## src/rtl/aes_pkg.sv

```systemverilog
// Shared AES definitions: block geometry, byte type, FSM states and the
// InvShiftRows source-index helper used by byte-serial stages.
package aes_pkg;

    localparam int AES_BYTES = 16;
    localparam int STATE_W   = 128;

    typedef logic [7:0] byte_t;

    typedef enum logic {
        IDLE,
        RUN
    } state_e;

    // Byte k = row (k & 3), column (k >> 2). Row r of the inverse shift
    // rotates right by r, so output column c reads input column (c - r) mod 4.
    // The 2-bit subtraction wraps modulo 4 on its own.
    function automatic logic [3:0] inv_shift_src(input logic [3:0] k);
        logic [1:0] row;
        logic [1:0] col;
        row = k[1:0];
        col = k[3:2] - k[1:0];
        return {col, row};
    endfunction

endpackage

```

## src/rtl/inv_sbox.sv

```systemverilog
// FIPS-197 inverse S-box: purely combinational 256-entry byte lookup.
module inv_sbox
    import aes_pkg::*;
(
    input  byte_t byte_i,
    output byte_t byte_o
);

    // Entry n sits at bits [8n +: 8]; entry 0 is the leftmost byte.
    localparam logic [0:2047] INV_SBOX_ROM = {
        128'h52096ad53036a538bf40a39e81f3d7fb,
        128'h7ce339829b2fff87348e4344c4dee9cb,
        128'h547b9432a6c2233dee4c950b42fac34e,
        128'h082ea16628d924b2765ba2496d8bd125,
        128'h72f8f66486689816d4a45ccc5d65b692,
        128'h6c704850fdedb9da5e154657a78d9d84,
        128'h90d8ab008cbcd30af7e45805b8b34506,
        128'hd02c1e8fca3f0f02c1afbd0301138a6b,
        128'h3a9111414f67dcea97f2cfcef0b4e673,
        128'h96ac7422e7ad3585e2f937e81c75df6e,
        128'h47f11a711d29c5896fb7620eaa18be1b,
        128'hfc563e4bc6d279209adbc0fe78cd5af4,
        128'h1fdda8338807c731b11210592780ec5f,
        128'h60517fa919b54a0d2de57a9f93c99cef,
        128'ha0e03b4dae2af5b0c8ebbb3c83539961,
        128'h172b047eba77d626e169146355210c7d
    };

    assign byte_o = INV_SBOX_ROM[{byte_i, 3'b000} +: 8];

endmodule

```

## src/rtl/inv_shift_sub_bytes.sv

```systemverilog
// Byte-serial InvShiftRows + InvSubBytes: captures a 128-bit state on start,
// pushes one byte per clock through a shared inverse S-box and publishes the
// complete result with a one-cycle done pulse after 16 clocks.
module inv_shift_sub_bytes
    import aes_pkg::*;
(
    input  logic               clk,
    input  logic               rst,
    input  logic               start,
    input  logic [0:STATE_W-1] state_in,
    output logic [0:STATE_W-1] state_out,
    output logic               busy,
    output logic               done
);

    localparam logic [3:0] LAST_K = 4'(AES_BYTES - 1);

    state_e             state_q;
    logic [3:0]         k_q;
    logic [0:STATE_W-1] work_q;
    // Bytes 0..14 accumulate here in order; byte 15 comes straight from the
    // S-box in the final cycle, so the shadow never holds it.
    logic [0:STATE_W-9] shadow_q;
    logic [0:STATE_W-1] state_out_q;
    logic               busy_q;
    logic               done_q;

    logic [3:0]         src;
    byte_t              sbox_in;
    byte_t              sbox_out;
    logic [0:STATE_W-1] result_d;

    // Select the source byte for the current output position and assemble
    // the full result for the completion cycle.
    always_comb begin
        src      = inv_shift_src(k_q);
        sbox_in  = work_q[{src, 3'b000} +: 8];
        result_d = {shadow_q, sbox_out};
    end

    inv_sbox u_inv_sbox (
        .byte_i (sbox_in),
        .byte_o (sbox_out)
    );

    // FSM, byte counter, work/shadow registers and registered outputs.
    // NOTE: every register here is updated with <= so all of them see the
    // pre-edge values of each other; mixing in = would make the shadow shift
    // and the counter increment order-dependent.
    always_ff @(posedge clk or posedge rst) begin
        if (rst) begin
            // NOTE: work and shadow are reset too, so a run aborted by reset
            // cannot leak bytes from the old block into a later result.
            state_q     <= IDLE;
            k_q         <= 4'd0;
            work_q      <= '0;
            shadow_q    <= '0;
            state_out_q <= '0;
            busy_q      <= 1'b0;
            done_q      <= 1'b0;
        end else begin
            done_q <= 1'b0;
            case (state_q)
                IDLE: begin
                    if (start) begin
                        work_q  <= state_in;
                        k_q     <= 4'd0;
                        busy_q  <= 1'b1;
                        state_q <= RUN;
                    end
                end
                RUN: begin
                    shadow_q <= {shadow_q[8:STATE_W-9], sbox_out};
                    k_q      <= k_q + 4'd1;
                    if (k_q == LAST_K) begin
                        state_out_q <= result_d;
                        done_q      <= 1'b1;
                        // A start seen on the completion edge begins the next
                        // block immediately (k wraps to 0), giving one block
                        // every 16 clocks; otherwise fall back to idle.
                        if (start) begin
                            work_q <= state_in;
                        end else begin
                            busy_q  <= 1'b0;
                            state_q <= IDLE;
                        end
                    end
                end
                default: begin
                    busy_q  <= 1'b0;
                    state_q <= IDLE;
                end
            endcase
        end
    end

    assign state_out = state_out_q;
    assign busy      = busy_q;
    assign done      = done_q;

endmodule

```

## config.mk

```make
export PLATFORM = sky130hd
export DESIGN_NAME = inv_shift_sub_bytes
export DESIGN_NICKNAME = d
export VERILOG_FILES = /design/src/rtl/aes_pkg.sv /design/src/rtl/inv_sbox.sv /design/src/rtl/inv_shift_sub_bytes.sv
export SDC_FILE = /design/constraint.sdc
export NUM_CORES = 1
export LEC_CHECK = 0
export ABC_CLOCK_PERIOD_IN_PS = 15640
export BUFFER_PORTS_ARGS = -buffer_cell sky130_fd_sc_hd__buf_2
export CAP_MARGIN = 20
export CORE_MARGIN = 1
export CORE_UTILIZATION = 45
export CTS_BUF_LIST = sky130_fd_sc_hd__clkbuf_16
export DETAILED_ROUTE_END_ITERATION = 12
export PLACE_DENSITY = 0.76
export SYNTH_ARGS = -nofsm -noshare
export SYNTH_HDL_FRONTEND = slang
export SYNTH_HIERARCHICAL = 1
export SYNTH_SLANG_ARGS = --single-unit
```

## constraint.sdc

```tcl
create_clock -name clk -period 15.64 [get_ports clk]
set_input_delay 3.128 -clock clk [delete_from_list [all_inputs] [get_ports clk]]
set_output_delay 3.128 -clock clk [all_outputs]
set_load 0.05 [all_outputs]
```

# Word-level counts from Yosys, hierarchy flattened
# Index checks and enable logic that the tools add are counted.
dict set report totals {
  reg_bits 383
  in_bits 131
  output_inout_bits 130
  word_cells 34
}
dict set report classes {
  n_addsub 2
  n_eq_ne 4
  shifts 2
  muxes 14
  n_bitwise 3
  n_reduce_logical 2
}
# op count
set ops {}
lappend ops {{$shiftx 2048x12->2049 const A} 1}
lappend ops {{$mux 128} 2}
lappend ops {{$pmux 128 s2} 1}
lappend ops {{$shiftx 128x8->129} 1}
lappend ops {{$not 11->12} 1}
lappend ops {{$not 7->8} 1}
lappend ops {{$pmux 4 s2} 1}
lappend ops {{$mux 1} 7}
lappend ops {{$add 4x1->4 const B} 1}
lappend ops {{$eq 4x4->1 const B} 1}
lappend ops {{$mux 4} 1}
lappend ops {{$ne 2x2->1 const B} 2}
lappend ops {{$pmux 1 s2} 2}
lappend ops {{$reduce_and 3->1} 1}
lappend ops {{$ne 2x1->1 const B} 1}
lappend ops {{$reduce_and 2->1} 1}
lappend ops {{$sub 2x2->2} 1}
lappend ops {{$not 1->1} 1}

# Logic depth before layout (Yosys ltp)
dict set report logic_depth {
  ltp_word 5
  mapped_depth 20
}

# By module
# Netlist, hierarchy kept.
# module n_inst cells_each area_each_um2 seq_area_each_um2
set by_module_without_submodules {}
lappend by_module_without_submodules {inv_shift_sub_bytes 1 1166 15237.1 9584.2}
lappend by_module_without_submodules {inv_sbox 1 564 3428.3 0.0}

# Worst setup path before layout
# OpenSTA, ideal clock, no wires.
dict set report synth_timing {
  path_type {register to register}
  from {register k_q[1]}
  to {register shadow_q[116] in the netlist's numbering}
  setup_ns 0.125
  arrival_ns 4.464
  required_ns 15.515
  setup_slack_ns 11.051
  stages_incl_launch_ff 18
  path_buffers 6
  period_less_slack_ns 4.589
  cell_sequence {dfrtp_1 -> buf_4 -> buf_2 -> buf_1 -> mux4_2 -> mux4_2 -> clkbuf_1 -> clkbuf_1 -> inv_1 -> ha_1 -> nand2b_1 -> buf_4 -> nand2_2 -> mux4_2 -> and2_4 -> a2111oi_4 -> o32ai_1 -> mux2_2}
}
dict set report synth_between {
  elab_chain_len 5
}
# element line
set synth_rtl {}
lappend synth_rtl {{start, declared} inv_shift_sub_bytes.sv:19} ;# logic [3:0] k_q;
lappend synth_rtl {{start signal, assigned} inv_shift_sub_bytes.sv:74} ;# k_q <= k_q + 4'd1;
lappend synth_rtl {{$sub 2x2->2} aes_pkg.sv:22} ;# col = k[3:2] - k[1:0];
lappend synth_rtl {{$not 7->8 (implied by the code) (*)} inv_shift_sub_bytes.sv:37} ;# sbox_in = work_q[{src, 3'b000} +: 8];
lappend synth_rtl {{$shiftx 128x8->129 (*)} inv_shift_sub_bytes.sv:37}
lappend synth_rtl {{net sbox_in[0]} inv_shift_sub_bytes.sv:29} ;# byte_t sbox_in;
lappend synth_rtl {{$not 11->12 (implied by the code) (*)} inv_sbox.sv:29} ;# assign byte_o = INV_SBOX_ROM[{byte_i, 3'b000} +: 8];
lappend synth_rtl {{$shiftx 2048x12->2049 (*)} inv_sbox.sv:29}
lappend synth_rtl {{net sbox_out[3]} inv_shift_sub_bytes.sv:30} ;# byte_t sbox_out;
lappend synth_rtl {{end signal, assigned} inv_shift_sub_bytes.sv:73} ;# shadow_q <= {shadow_q[8:STATE_W-9], sbox_out};
lappend synth_rtl {{end, declared} inv_shift_sub_bytes.sv:23} ;# logic [0:STATE_W-9] shadow_q;
# Mark *: on every way through the listed nets, which the timed path passes. The rest lies on a longest branch.
# A chain may end at the register's enable or synchronous reset.

# Worst setup path after layout
dict set report layout_timing {
  from {register k_q[2]}
  to {register shadow_q[113] in the netlist's numbering}
}
dict set report layout_between {
  elab_chain_len 5
}
# element line
set layout_rtl {}
lappend layout_rtl {{$sub 2x2->2} aes_pkg.sv:22}
lappend layout_rtl {{$not 7->8 (implied by the code)} inv_shift_sub_bytes.sv:37}
lappend layout_rtl {{$shiftx 128x8->129} inv_shift_sub_bytes.sv:37}
lappend layout_rtl {{net sbox_in[1]} inv_shift_sub_bytes.sv:29}
lappend layout_rtl {{$not 11->12 (implied by the code)} inv_sbox.sv:29}
lappend layout_rtl {{$shiftx 2048x12->2049} inv_sbox.sv:29}
lappend layout_rtl {{net sbox_out[6]} inv_shift_sub_bytes.sv:30}
# The timed path passes the listed nets, and every way through them passes these cells.

==> results.md <==
- I/O pin cnt: roughly 260
- I/O Buffers: 260
- Root Buffer: clkbuf_16
- Num Clock Sinks: between 300 and 400
- Setup crit start kind: flop
- Reg2reg path depth: 17
- Resized cells post-CTS: 0
- Setup bufs post-CTS: 0
- Via count: around 15,000
- Routed len/inst: between 20 and 25 µm
- Largest net degree at the start of global routing: between 150 and 200
- Starting DRC count in detailed routing: 1,598
- Reg2reg start: k_q[2]
- Yosys warning total: 6
- DRT Wirelength: roughly 54 mm
- Number of synthesized register bits: about 380
- Grt total ovfl: 0
- Number of global-route vias before repair: approximately 14,000
- First-pass GRT wire length: between 80 and 90 mm
- Setup TNS: 0 ns
- Hold Path Class: flop to flop
- Gate Count Post-Synth: 1,730
- Chip width: around 200 µm
- GR Util All Layers: 26.0%
- Buffers from clock root to sink, at most: 3
- Worst EP arrival: around 6.5 ns
- Worst path max stage delay: ~0.86 ns
- Mapped cell area: between 15,000 and 20,000 µm²
- RSZ-0062 raised after global routing: no
- Synth top area cells: dfrtp_1 51%, mux2_2 15%, nand2_1 9.0%, mux4_2 4.6%, o21ai_0 1.6%
- M1 GR Usage: 35.2%
- DIE AREA: approximately 42,000 µm²
- Cts bufs inserted: 41
- Nets: about 2,100
- Slew headroom: between 20% and 30%
- WP data required: roughly 16 ns
- Skew-Pair Late Insertion Delay: 0.57 ns
- TritonRoute pass-1 iters: 8
- Crit path kind: flop to flop
- CTS tree: yes
- H-tree levels: 2
- FP Rows: 74
- Ys flop type: dfrtp_1
- Yosys top cell by area: dfrtp_1
- FMAX: ~170 MHz
- Worst-path fanout max: 25
- Status: finished clean
- Seq/Total Area, Yosys: 51.3%
- Clock-pin slew on the worst setup and hold paths: 0.06 ns
- Worst Setup EP: shadow_q[113]
- Mean post-synth cell area: around 11 µm²
- Die height: a little over 200 µm
- Tcrit/Tclk final: 38.6%
- Asr flop ratio synth: between 90% and 100%
- Crit-path cells: inv_1, ha_1, buf_4, mux4_2, mux2_2, o21ai_0, nand3_1, buf_4, inv_1, ha_1, nand2_1, nor3b_1, a2111oi_0, a2111oi_0, o31ai_1, o21ai_0, mux2_2
- Worst-Margin Slew: 1.08 ns
- Worst setup startpoint: k_q[2]
- HPWL after detailed placement: 36.4 mm
- Final hold vios: 0
- CTS Hold Bufs: 0
- Core Area: 40,800 µm²
- Number of vias per cell: between 5 and 6
- Initial Utilization: a little under half
- Post-synth EDFFs: 0
- GRT met3 Usage: approximately 6.5%
- Synthesis-to-finish area growth: 15.9%
- Share of the synthesized area in the top cell type: between 50% and 60%
- Post-Syn Nets: 1,884
- Final antenna-violating net count: 0
- Clock skew: 0.0134 ns
- Initial antenna violation count: 13
- Max_cap viols: 0
- Crit path capture type: flop
- GR peak layer: met2
- DRC: 0
- Final setup violation count: 0
- Final instance area: between 20,000 and 25,000 µm²
- Cell variety after synth: 72
- Met2 usage: a little under 40%
- Placed cell area: 20,200 µm²
- Critical-path top delay cell: a2111oi_0
- Pins over their slew limit: 0
- Share of layout cells above drive strength 1: 33.4%
- Slack of the worst reg-to-reg path: 9.60 ns
- Crit path time final: just over 6 ns
- Routability-driven placement congestion ratio: about 1.1
- R2r endpoint: shadow_q[113]
## placed cells by master (no fill, tap or decap), drive strengths merged, types with 6 or more instances in the layout
| master | count |
|---|---|
| a311oi | 8 |
| o311ai | 15 |
| a221oi | 7 |
| diode | 12 |
| nand4 | 6 |
| o211ai | 12 |
| clkbuf | 42 |
| mux2i | 8 |
| nand3 | 21 |
| mux2 | 252 |
| a211oi | 16 |
| a31oi | 12 |
| ha | 23 |
| nor2b | 25 |
| mux4 | 38 |
| nand2b | 22 |
| a2111oi | 8 |
| o221ai | 6 |
| and2 | 6 |
| nand2 | 448 |
| dfrtp | 383 |
| clkinv | 19 |
| o21ai | 60 |
| a21oi | 48 |
| nor3 | 19 |
| o31ai | 9 |
| inv | 25 |
| nor2 | 48 |
| and3 | 8 |
| buf | 280 |
## stage by stage
step           setup WS, ns  instances  util [%]  hold WS [ns]
6_report               9.60       2493      53.0         0.462
2_1_floorplan          1.87       1730         -         0.435
3_3_place_gp           9.79       2405      49.6         0.450
3_5_place_dp           9.85       2405      49.6         0.457
5_1_grt                9.55       2492      53.0         0.485
4_1_cts                9.83       2481      52.9         0.468
## synth_stat cells, drive strengths merged, types with 5 or more instances
master and number:
nand2 448, dfrtp 383, buf 62, a221oi 7, mux4 38, nand3 21
nor4 5, o221ai 6, a31oi 12, o21ai 60, a21oi 48, o211ai 12
a2111oi 8, o311ai 15, and3 8, mux2i 8, a211oi 16, and2 6
nor2b 25, o21a 5, mux2 252, ha 23, a311oi 8, nor2 48
o31ai 9, a21o 5, nand2b 22, clkbuf 75, nand4 6, inv 14
nor3 19
## sequential cells by signal (all words and copies together), names as in the netlist
| name | count |
|---|---|
| state_q | 1 |
| shadow_q | 120 |
| busy | 1 |
| state_out | 128 |
| done | 1 |
| work_q | 128 |
| k_q | 4 |
## routing by layer
layer | vias to the layer above | wire length, µm
met3 | 176 | 4480
met4 | 2 | 2530
met5 | - | 13
met2 | 710 | 24900
li1 | 6459 | -
met1 | 7296 | 22500
## critical path: cells and delay by family, from the launching register on
| kind | cells | cell delay, ns |
|---|---|---|
| fa+ha+maj | 2 | 1.08 |
| compound gates | 5 | 1.55 |
| simple gates | 3 | 0.73 |
| mux | 3 | 0.98 |
| buf+inv | 4 | 1.13 |
| flops | 1 | 0.41 |
## layout make-up
cell class	instances	area, µm²
fill	3541	19200
sequential	383	9590
multi-input combinational	1195	8450
timing repair buffer	280	1460
clock buffer	42	1050
tap	532	666
clock inverter	34	315
inverter	15	66.3
antenna	12	30.0
## cells by family (layout without fill, tap and decap cells)
family	after synthesis	in the layout	share of synthesized area [%]
and+or+nand+nor	623	623	14.1
adders and majority gates	23	23	1.54
buffers and inverters	152	371	3.52
DFF	383	383	51.3
muxes	298	298	20.2
xor gates and xnor gates	4	4	0.228
other	0	12	0
AOI/OAI and AO/OA	247	247	9.04
## worst min-delay path by stage
| stage | cells past startpoint | slack, ns | start | to |
|---|---|---|---|---|
| 2_1_floorplan | 2 | 0.43 | shadow_q[0] | state_out[0] |
| 3_3_place_gp | 2 | 0.45 | shadow_q[7] | state_out[7] |
| 3_5_place_dp | 2 | 0.46 | state_out[99] | state_out[99] |
| 4_1_cts | 2 | 0.47 | shadow_q[7] | state_out[7] |
| 5_1_grt | 2 | 0.48 | state_out[48] | state_out[48] |
| 6_report | 2 | 0.46 | shadow_q[7] | state_out[7] |
Power is not shown: default switching activity piles up to over one toggle a cycle in this logic, so the estimate is an artifact.
